==> src/rtl/guess_pkg.sv <==
// Shared types for the number-guessing controller: FSM states, compare results
// and the LFSR feedback mask.
package guess_pkg;

    typedef enum logic [2:0] {
        ST_IDLE,
        ST_ENTRY1,
        ST_ENTRY2,
        ST_ARMED,
        ST_CHECK,
        ST_WIN,
        ST_LOSE
    } state_t;

    typedef enum logic [1:0] {
        RES_NONE    = 2'b00,
        RES_LOW     = 2'b01,
        RES_HIGH    = 2'b10,
        RES_CORRECT = 2'b11
    } result_t;

    // Right-shifting Galois mask for x^8 + x^6 + x^5 + x^4 + 1
    localparam logic [7:0] LFSR_TAPS = 8'hB8;

    function automatic result_t compareGuess(input logic [7:0] guess, input logic [7:0] secret);
        if (guess < secret)
            return RES_LOW;
        else if (guess > secret)
            return RES_HIGH;
        else
            return RES_CORRECT;
    endfunction

endpackage

==> src/rtl/lfsr8.sv <==
// Free-running 8-bit Galois LFSR; a nonzero seed keeps it out of the all-zero lock-up state.
module lfsr8
    import guess_pkg::*;
#(
    parameter logic [7:0] SEED = 8'hA5
) (
    input  logic       clk,
    input  logic       rst,
    output logic [7:0] q
);

    logic [7:0] q_q;
    logic [7:0] q_d;

    always_comb begin
        q_d = {1'b0, q_q[7:1]} ^ (q_q[0] ? LFSR_TAPS : 8'h00);
    end

    always_ff @(posedge clk) begin
        if (rst)
            q_q <= SEED;
        else
            q_q <= q_d;
    end

    assign q = q_q;

endmodule

==> src/rtl/guess_game_ctrl.sv <==
// Number-guessing game: two-digit hex entry from a keypad, compare against a
// secret, and a two-digit multiplexed display of the guess or the secret.
module guess_game_ctrl
    import guess_pkg::*;
#(
    parameter int         CLK_FREQ     = 50_000_000,
    parameter int         REFRESH_DIV  = CLK_FREQ / 1000,
    parameter int         MAX_TRIES    = 8,
    parameter logic [7:0] LFSR_SEED    = 8'hA5,
    parameter logic [7:0] FIXED_SECRET = 8'h00
) (
    input  logic       clk,
    input  logic       rst,
    input  logic       key_valid,
    input  logic [3:0] key_code,
    input  logic       enter,
    output logic [3:0] disp_digit,
    output logic       chip_sel,
    output logic [1:0] result,
    output logic [3:0] tries,
    output logic       game_over
);

    localparam int         REF_W  = (REFRESH_DIV > 1) ? $clog2(REFRESH_DIV) : 1;
    localparam logic [REF_W-1:0] REF_LAST = REF_W'(REFRESH_DIV - 1);
    localparam logic [3:0] MAX_T4 = 4'(MAX_TRIES);
    localparam logic [4:0] MAX_T5 = 5'(MAX_TRIES);

    state_t           state_q, state_d;
    logic [7:0]       guess_q, guess_d;
    logic [7:0]       secret_q, secret_d;
    logic [3:0]       tries_q, tries_d;
    result_t          result_q, result_d;
    logic [REF_W-1:0] refresh_q, refresh_d;
    logic             chip_q, chip_d;
    logic [7:0]       lfsr_val;
    logic [7:0]       disp_val;

    lfsr8 #(
        .SEED(LFSR_SEED)
    ) u_lfsr (
        .clk(clk),
        .rst(rst),
        .q  (lfsr_val)
    );

    always_ff @(posedge clk) begin
        if (rst) begin
            state_q   <= ST_IDLE;
            guess_q   <= 8'h00;
            secret_q  <= 8'h00;
            tries_q   <= 4'd0;
            result_q  <= RES_NONE;
            refresh_q <= '0;
            chip_q    <= 1'b0;
        end else begin
            state_q   <= state_d;
            guess_q   <= guess_d;
            secret_q  <= secret_d;
            tries_q   <= tries_d;
            result_q  <= result_d;
            refresh_q <= refresh_d;
            chip_q    <= chip_d;
        end
    end

    // In ARMED, enter takes priority over a simultaneous key press.
    always_comb begin
        state_d  = state_q;
        guess_d  = guess_q;
        secret_d = secret_q;
        tries_d  = tries_q;
        result_d = result_q;
        case (state_q)
            ST_IDLE: begin
                if (enter) begin
                    secret_d = (FIXED_SECRET != 8'h00) ? FIXED_SECRET : lfsr_val;
                    tries_d  = 4'd0;
                    result_d = RES_NONE;
                    state_d  = ST_ENTRY1;
                end
            end
            ST_ENTRY1: begin
                if (key_valid) begin
                    guess_d = {key_code, 4'h0};
                    state_d = ST_ENTRY2;
                end
            end
            ST_ENTRY2: begin
                if (key_valid) begin
                    guess_d = {guess_q[7:4], key_code};
                    state_d = ST_ARMED;
                end
            end
            ST_ARMED: begin
                if (enter) begin
                    state_d = ST_CHECK;
                end else if (key_valid) begin
                    guess_d = {key_code, 4'h0};
                    state_d = ST_ENTRY2;
                end
            end
            ST_CHECK: begin
                result_d = compareGuess(guess_q, secret_q);
                tries_d  = (tries_q < MAX_T4) ? tries_q + 4'd1 : tries_q;
                if (guess_q == secret_q)
                    state_d = ST_WIN;
                else if (({1'b0, tries_q} + 5'd1) == MAX_T5)
                    state_d = ST_LOSE;
                else
                    state_d = ST_ENTRY1;
            end
            ST_WIN, ST_LOSE: begin
                if (enter)
                    state_d = ST_IDLE;
            end
            default: state_d = ST_IDLE;
        endcase
    end

    always_comb begin
        refresh_d = refresh_q + REF_W'(1);
        chip_d    = chip_q;
        if (refresh_q == REF_LAST) begin
            refresh_d = '0;
            chip_d    = ~chip_q;
        end
    end

    always_comb begin
        disp_val = 8'h00;
        case (state_q)
            ST_ENTRY1, ST_ENTRY2, ST_ARMED, ST_CHECK: disp_val = guess_q;
            ST_WIN, ST_LOSE:                         disp_val = secret_q;
            default:                                 disp_val = 8'h00;
        endcase
    end

    assign disp_digit = chip_q ? disp_val[7:4] : disp_val[3:0];
    assign chip_sel   = chip_q;
    assign result     = result_q;
    assign tries      = tries_q;
    assign game_over  = (state_q == ST_WIN) || (state_q == ST_LOSE);

endmodule

==> config.mk <==
export PLATFORM = sky130hd
export DESIGN_NAME = guess_game_ctrl
export DESIGN_NICKNAME = d
export VERILOG_FILES = /design/src/rtl/guess_pkg.sv /design/src/rtl/lfsr8.sv /design/src/rtl/guess_game_ctrl.sv
export SDC_FILE = /design/constraint.sdc
export NUM_CORES = 1
export LEC_CHECK = 0
export ABC_CLOCK_PERIOD_IN_PS = 3700
export BUFFER_PORTS_ARGS = -buffer_cell sky130_fd_sc_hd__buf_2
export CORE_ASPECT_RATIO = 2
export CORE_MARGIN = 2
export CORE_UTILIZATION = 63
export CTS_CLUSTER_SIZE = 24
export DETAILED_ROUTE_END_ITERATION = 10
export PLACE_DENSITY = 0.8
export SLEW_MARGIN = 15
export SYNTH_ARGS = -nofsm -noshare
export SYNTH_HDL_FRONTEND = slang
export SYNTH_SLANG_ARGS = --single-unit
export TNS_END_PERCENT = 10
==> constraint.sdc <==
create_clock -name clk -period 3.7 [get_ports clk]
set_clock_uncertainty 0.1 [all_clocks]
set_input_delay 0.74 -clock clk [delete_from_list [all_inputs] [get_ports clk]]
set_output_delay 0.74 -clock clk [all_outputs]
set_load 0.01 [all_outputs]
Word level (Yosys, flattened, before mapping) --
Cells that the tools add are included.
Word-level totals: bits in registers 50, latch bits 0, bits in writable memories 0, bits in read-only memories 0, input bits 8, output and inout bits 12, word-level logic and storage cells 68, memories 0
Cells by class: add/subtract/negate cells 3, $mul 0, div/mod/pow operators 0, magnitude comparators 3, eq/ne operators 14, shifts and indexed selects 0, muxes and demuxes 22, bitwise gates (word level) 3, reductions and logical operators 14
Operator list (number):
- 2-to-1 mux 8 bit | 3
- one-hot mux 8 bit (3 select lines) | 1
- 2-to-1 mux 3 bit | 7
- one-hot mux 3 bit (6 select lines) | 1
- adder 16 x 1 -> 16 bit (second input constant) | 1
- equality test 16 bit (second input constant) | 1
- 2-to-1 mux 4 bit | 4
- one-hot mux 8 bit (2 select lines) | 1
- AND reduction 3 bit | 4
- != test 2 bit (second input constant) | 5
- equality test 3 bit (second input constant) | 3
- equality test 8 bit | 1
- greater-than comparator 8 bit | 1
- < comparator 8 bit | 1
- one-hot mux 4 bit (2 select lines) | 1
- XOR 7 x 8 -> 8 bit | 1
- equality test 3 x 2 -> 1 bit (second input constant) | 2
- adder 4 x 1 -> 5 bit (second input constant) | 1
- equality test 5 x 4 -> 1 bit (second input constant) | 1
- adder 4 x 1 -> 4 bit (second input constant) | 1
- < comparator 4 bit (second input constant) | 1
- 2-to-1 mux 2 bit | 2
- one-hot mux 2 bit (2 select lines) | 1
- AND reduction 2 bit | 2
- other kinds (9) | 12

Longest topological paths before layout --
depth in word-level cells 5, gate-level depth with buffers 7, depth with buffers taken out 7

By module --
A second synthesis with hierarchy kept.
Second synthesis, totals: cells, all modules 284, area total of the unflattened synthesis 2467.4 um2
Modules (own cells, without submodules):
- guess_game_ctrl | instances 1, cells an instance 260, area each 2198.4 um2, seq. area each 840.8 um2
- lfsr8 | instances 1, cells an instance 24, area each 269.0 um2, seq. area each 160.2 um2

Worst setup path before layout --
No wires, ideal clock.
path type reg-to-output, start point reg state_q[2], end point out disp_digit[0], arrival time 1.215 ns, required time 2.860 ns, path slack 1.645 ns, stages on the path, launching flop included 5, buffers on the path 1, cell sequence dfxtp_1 buf_2 xnor2_1 a22oi_1 a21oi_1
Between the ends: word-level cells in the longest chain between the ends 4
Ends and longest elaborated chain:
- start, declared | line guess_game_ctrl.sv:29 | state_t state_q, state_d;
- start signal, assigned | line guess_game_ctrl.sv:57 | state_q <= state_d;
- equality test 3 x 1 -> 1 bit, or another cell as far along | line guess_game_ctrl.sv:132 | case (state_q)
- OR reduction 4 bit or OR reduction 2 bit (tied branches) | line guess_game_ctrl.sv:132
- one-hot mux 8 bit (2 select lines) * | line guess_game_ctrl.sv:132
- 2-to-1 mux 4 bit * | line guess_game_ctrl.sv:139 | assign disp_digit = chip_q ? disp_val[7:4] : disp_val[3:0];
- end, declared | line guess_game_ctrl.sv:17 | output logic [3:0] disp_digit,
Mark *: on every way between the ends. The rest lies on a longest branch, timed or not.

Final worst setup path --
start point reg state_q[0], end point out disp_digit[3]
The elaborated chain is that of the path after synthesis.

==> summary.txt <==
Outcome
  • Status: complete, no violations

Layout
  • Nets: roughly 310
  • Share of cells above drive strength 1: 13.9%
  • Layout fillers: 340
  • Design area: 0.00262 mm2
  • Area delta synth->final: 7.29%
  • Storage element area: between 0.001 and 0.0015 mm2
  • Diode count: 0
  • Multi-input logic area: approximately 0.0013 mm2

Clock tree
  • Post-CTS Hold Buffers: 0
  • CTS tree: done
  • Postcts setup bufs: 0
  • Worst-path clk slew: roughly 0.1 ns
  • Htree depth: 2
  • CTS Buf Count: 5
  • Clock Sink Count: 50
  • Post-CTS Resized: 0
  • Worst skew pair latency: between 0.3 and 0.4 ns
  • Root Driver: clkbuf_8
  • Clock Tree Buf Depth: 2

Timing
  • RSZ-0062 raised after global routing: no
  • Setup TNS: 0 ns
  • Max frequency: 336 MHz
  • Worst slew pin tran: roughly 0.7 ns
  • Final setup violation count: 0
  • Final min period: approximately 3.0 ns
  • Hold Vio Cnt, Final: 0
  • Period utilization: 80.5%
  • Final-report max-slew violation count: 0
  • Slew headroom: between 50% and 60%

Critical path
  • Crit Path Max Fanout: 12
  • Setup CP Type: flop to output pin
  • Crit-path slowest cell: dfxtp_1
  • Worst path max stage delay: 0.58 ns
  • Worst setup EP type: output pin
  • Top delay family on crit path: flip-flops
  • Startpoint types: flop
  • CP bufs+invs: 1
  • Crit Reg-Reg Endpoint: refresh_q[6]
  • Data required time at the worst endpoint: about 2.9 ns
  • Worst Setup SP: state_q[0]
  • Worst-path cell chain: nor2_1, xnor2_1, a22oi_1, a21oi_1, buf_2
  • Worst flop-to-flop path startpoint: refresh_q[0]
  • Reg2Reg Depth: 5
  • Reg2reg setup slack: 1.82 ns
  • CP arrival: around 2.1 ns

GRT
  • Total GRT Usage: about a quarter
  • GRT overflow: 0
  • Largest net degree at the start of global routing: 36
  • Initial antenna violation count: 0
  • Number of global-route vias before repair: 1792
  • First-pass GRT wire length: 7.75 mm

Synthesis
  • Post-synth top flop: dfxtp_1
  • Post-synth top cells: dfxtp_1 (50), nor2_1 (37), nand2_1 (27)
  • Mapped cell area: approximately 0.0024 mm2
  • Share of the synthesized area in the top cell type: about two fifths
  • Yosys warns: 0
  • Synth async-reset ratio: 0%
  • Dominant cell type by area after synthesis: dfxtp_1
  • EDFF count, synth: 0
  • Largest cells by area after synthesis: dfxtp_1 (41%), nor2_1 (5.7%), ha_1 (5.6%)
  • Synth cell types: 47
  • Register area share after synthesis: 41.1%
  • Dominant cell by count in the synthesized netlist: dfxtp_1
  • Syn Area/Cell: about 8.6 um2
  • Cells after Synth: 283
  • Yosys reg bits: 50
  • Mapped Nets: 302

Routing
  • DR DRC count: 0
  • Drt total wl: 4.66 mm
  • WL/cell: roughly 13 um
  • Initial DRC Count: between 40 and 50
  • Via density: 5.72
  • Routed Antenna Nets: 0
  • Drt first pass iters: 5
  • Via count: 1979

Die
  • Die Ht: 92.0 um
  • Die width: approximately 48 um
  • # IOs: 20
  • Core Area: roughly 0.0038 mm2
  • Die area: approximately 0.0044 mm2
  • Initial Util: 64.8%
  • Rows: 32

Placed design
  • Area after DPL: between 0.002 and 0.003 mm2
  • Port bufs: 19
  • Dpl hpwl: between 3 and 4 mm
  • GPL Wtd Cong: 0.909

Flow run
  • Total of max-cap violations: 0

Power and ir drop
  • Pwr dens: between 300 and 400 mW/mm2
  • Lkg Pwr: 0.00101 uW
  • Max VDD drop: 488 uV

Min path
  • Class of the worst hold path: flop to flop
  • Hold depth: 2
  • WHS Endpoint: secret_q[7]
  • Hold path start: u_lfsr.q[7]
[cell usage in the layout, fill, tap and decap left out, types with 4 or more instances in the layout]
cell type	Yosys	final
a21oi_1	25	25
a221oi_1	4	4
a22oi_1	9	9
buf_2	7	19
clkbuf_8	0	5
dfxtp_1	50	50
ha_1	11	11
inv_1	10	10
mux2i_1	4	4
nand2_1	27	27
nand3_1	9	9
nand4_1	6	6
nor2_1	37	37
nor2b_1	6	6
nor3_1	5	5
o21ai_0	5	5
xnor2_1	12	12
xor2_1	8	8
[cell type report]
type	instances	share of cell area (%)
Inverter	10	1.44
Sequential cell	50	38.3
Clock buffer	5	2.63
Multi-Input combinational cell	208	50.6
Clock inverter	3	1.00
Timing Repair Buffer	19	3.64
Tap cell	51	2.44
[registers in the layout, summed over array words and instances (netlist names)]
register   flops
chip_sel       1
guess_q        8
refresh_q     16
result         2
secret_q       8
state_q        3
tries          4
u_lfsr.q       8
[report_power, final]
group	leakage, uW	total (uW)	internal, uW	switching (uW)
clock network	0.0000495	340	141	199
registers	0.000408	584	560	23.6
logic	0.000557	109	43.5	65.2
total	0.00101	1030	745	288
[metal layers]
metal / part of all wire, % / global-route usage [%] / up-vias
met5: 0 / 0 / -
met4: 2.2 / 10.1 / 0
met3: 3.7 / 4.92 / 8
met2: 51 / 38.0 / 41
met1: 44 / 29.3 / 925
li1: - / - / 1005
[cell families after synthesis]
kind of cell	share of synthesized area [%]
xor+xnor	7.19
mux	2.10
simple gates	24.3
fa+ha+maj	5.65
compound gates	15.0
buf+inv	4.67
flops	41.1
[worst register-to-register path, stage by stage, from the launching register on]
cell and delay (ns):
dfxtp_1 0.37, ha_1 0.28, and4_2 0.27, nand4_1 0.14, nand2b_1 0.49, nor2_1 0.12
[metrics by stage]
| stage | hold WS [ns] | power (uW) | worst slack (ns) | util, % | cells |
|---|---|---|---|---|---|
| after floorplan | 0.317 | 680 | 1.64 | - | 283 |
| after global placement | 0.327 | 698 | 1.24 | 67.0 | 338 |
| after detailed placement | 0.351 | 704 | 1.14 | 67.0 | 338 |
| after CTS | 0.359 | 1040 | 0.743 | 69.5 | 346 |
| after global routing | 0.385 | 1080 | 0.538 | 69.5 | 346 |
| final | 0.352 | 1030 | 0.723 | 69.5 | 346 |
[how the worst max path moves through the flow]
stage | to | slack (ns) | cells after the start
floorplan | disp_digit[0] | 1.64 | 4
global placement | disp_digit[2] | 1.24 | 5
detailed placement | disp_digit[3] | 1.14 | 5
CTS | disp_digit[3] | 0.74 | 5
global route | disp_digit[1] | 0.54 | 5
finish | disp_digit[3] | 0.72 | 5
Power figures use the tool's default switching activity.
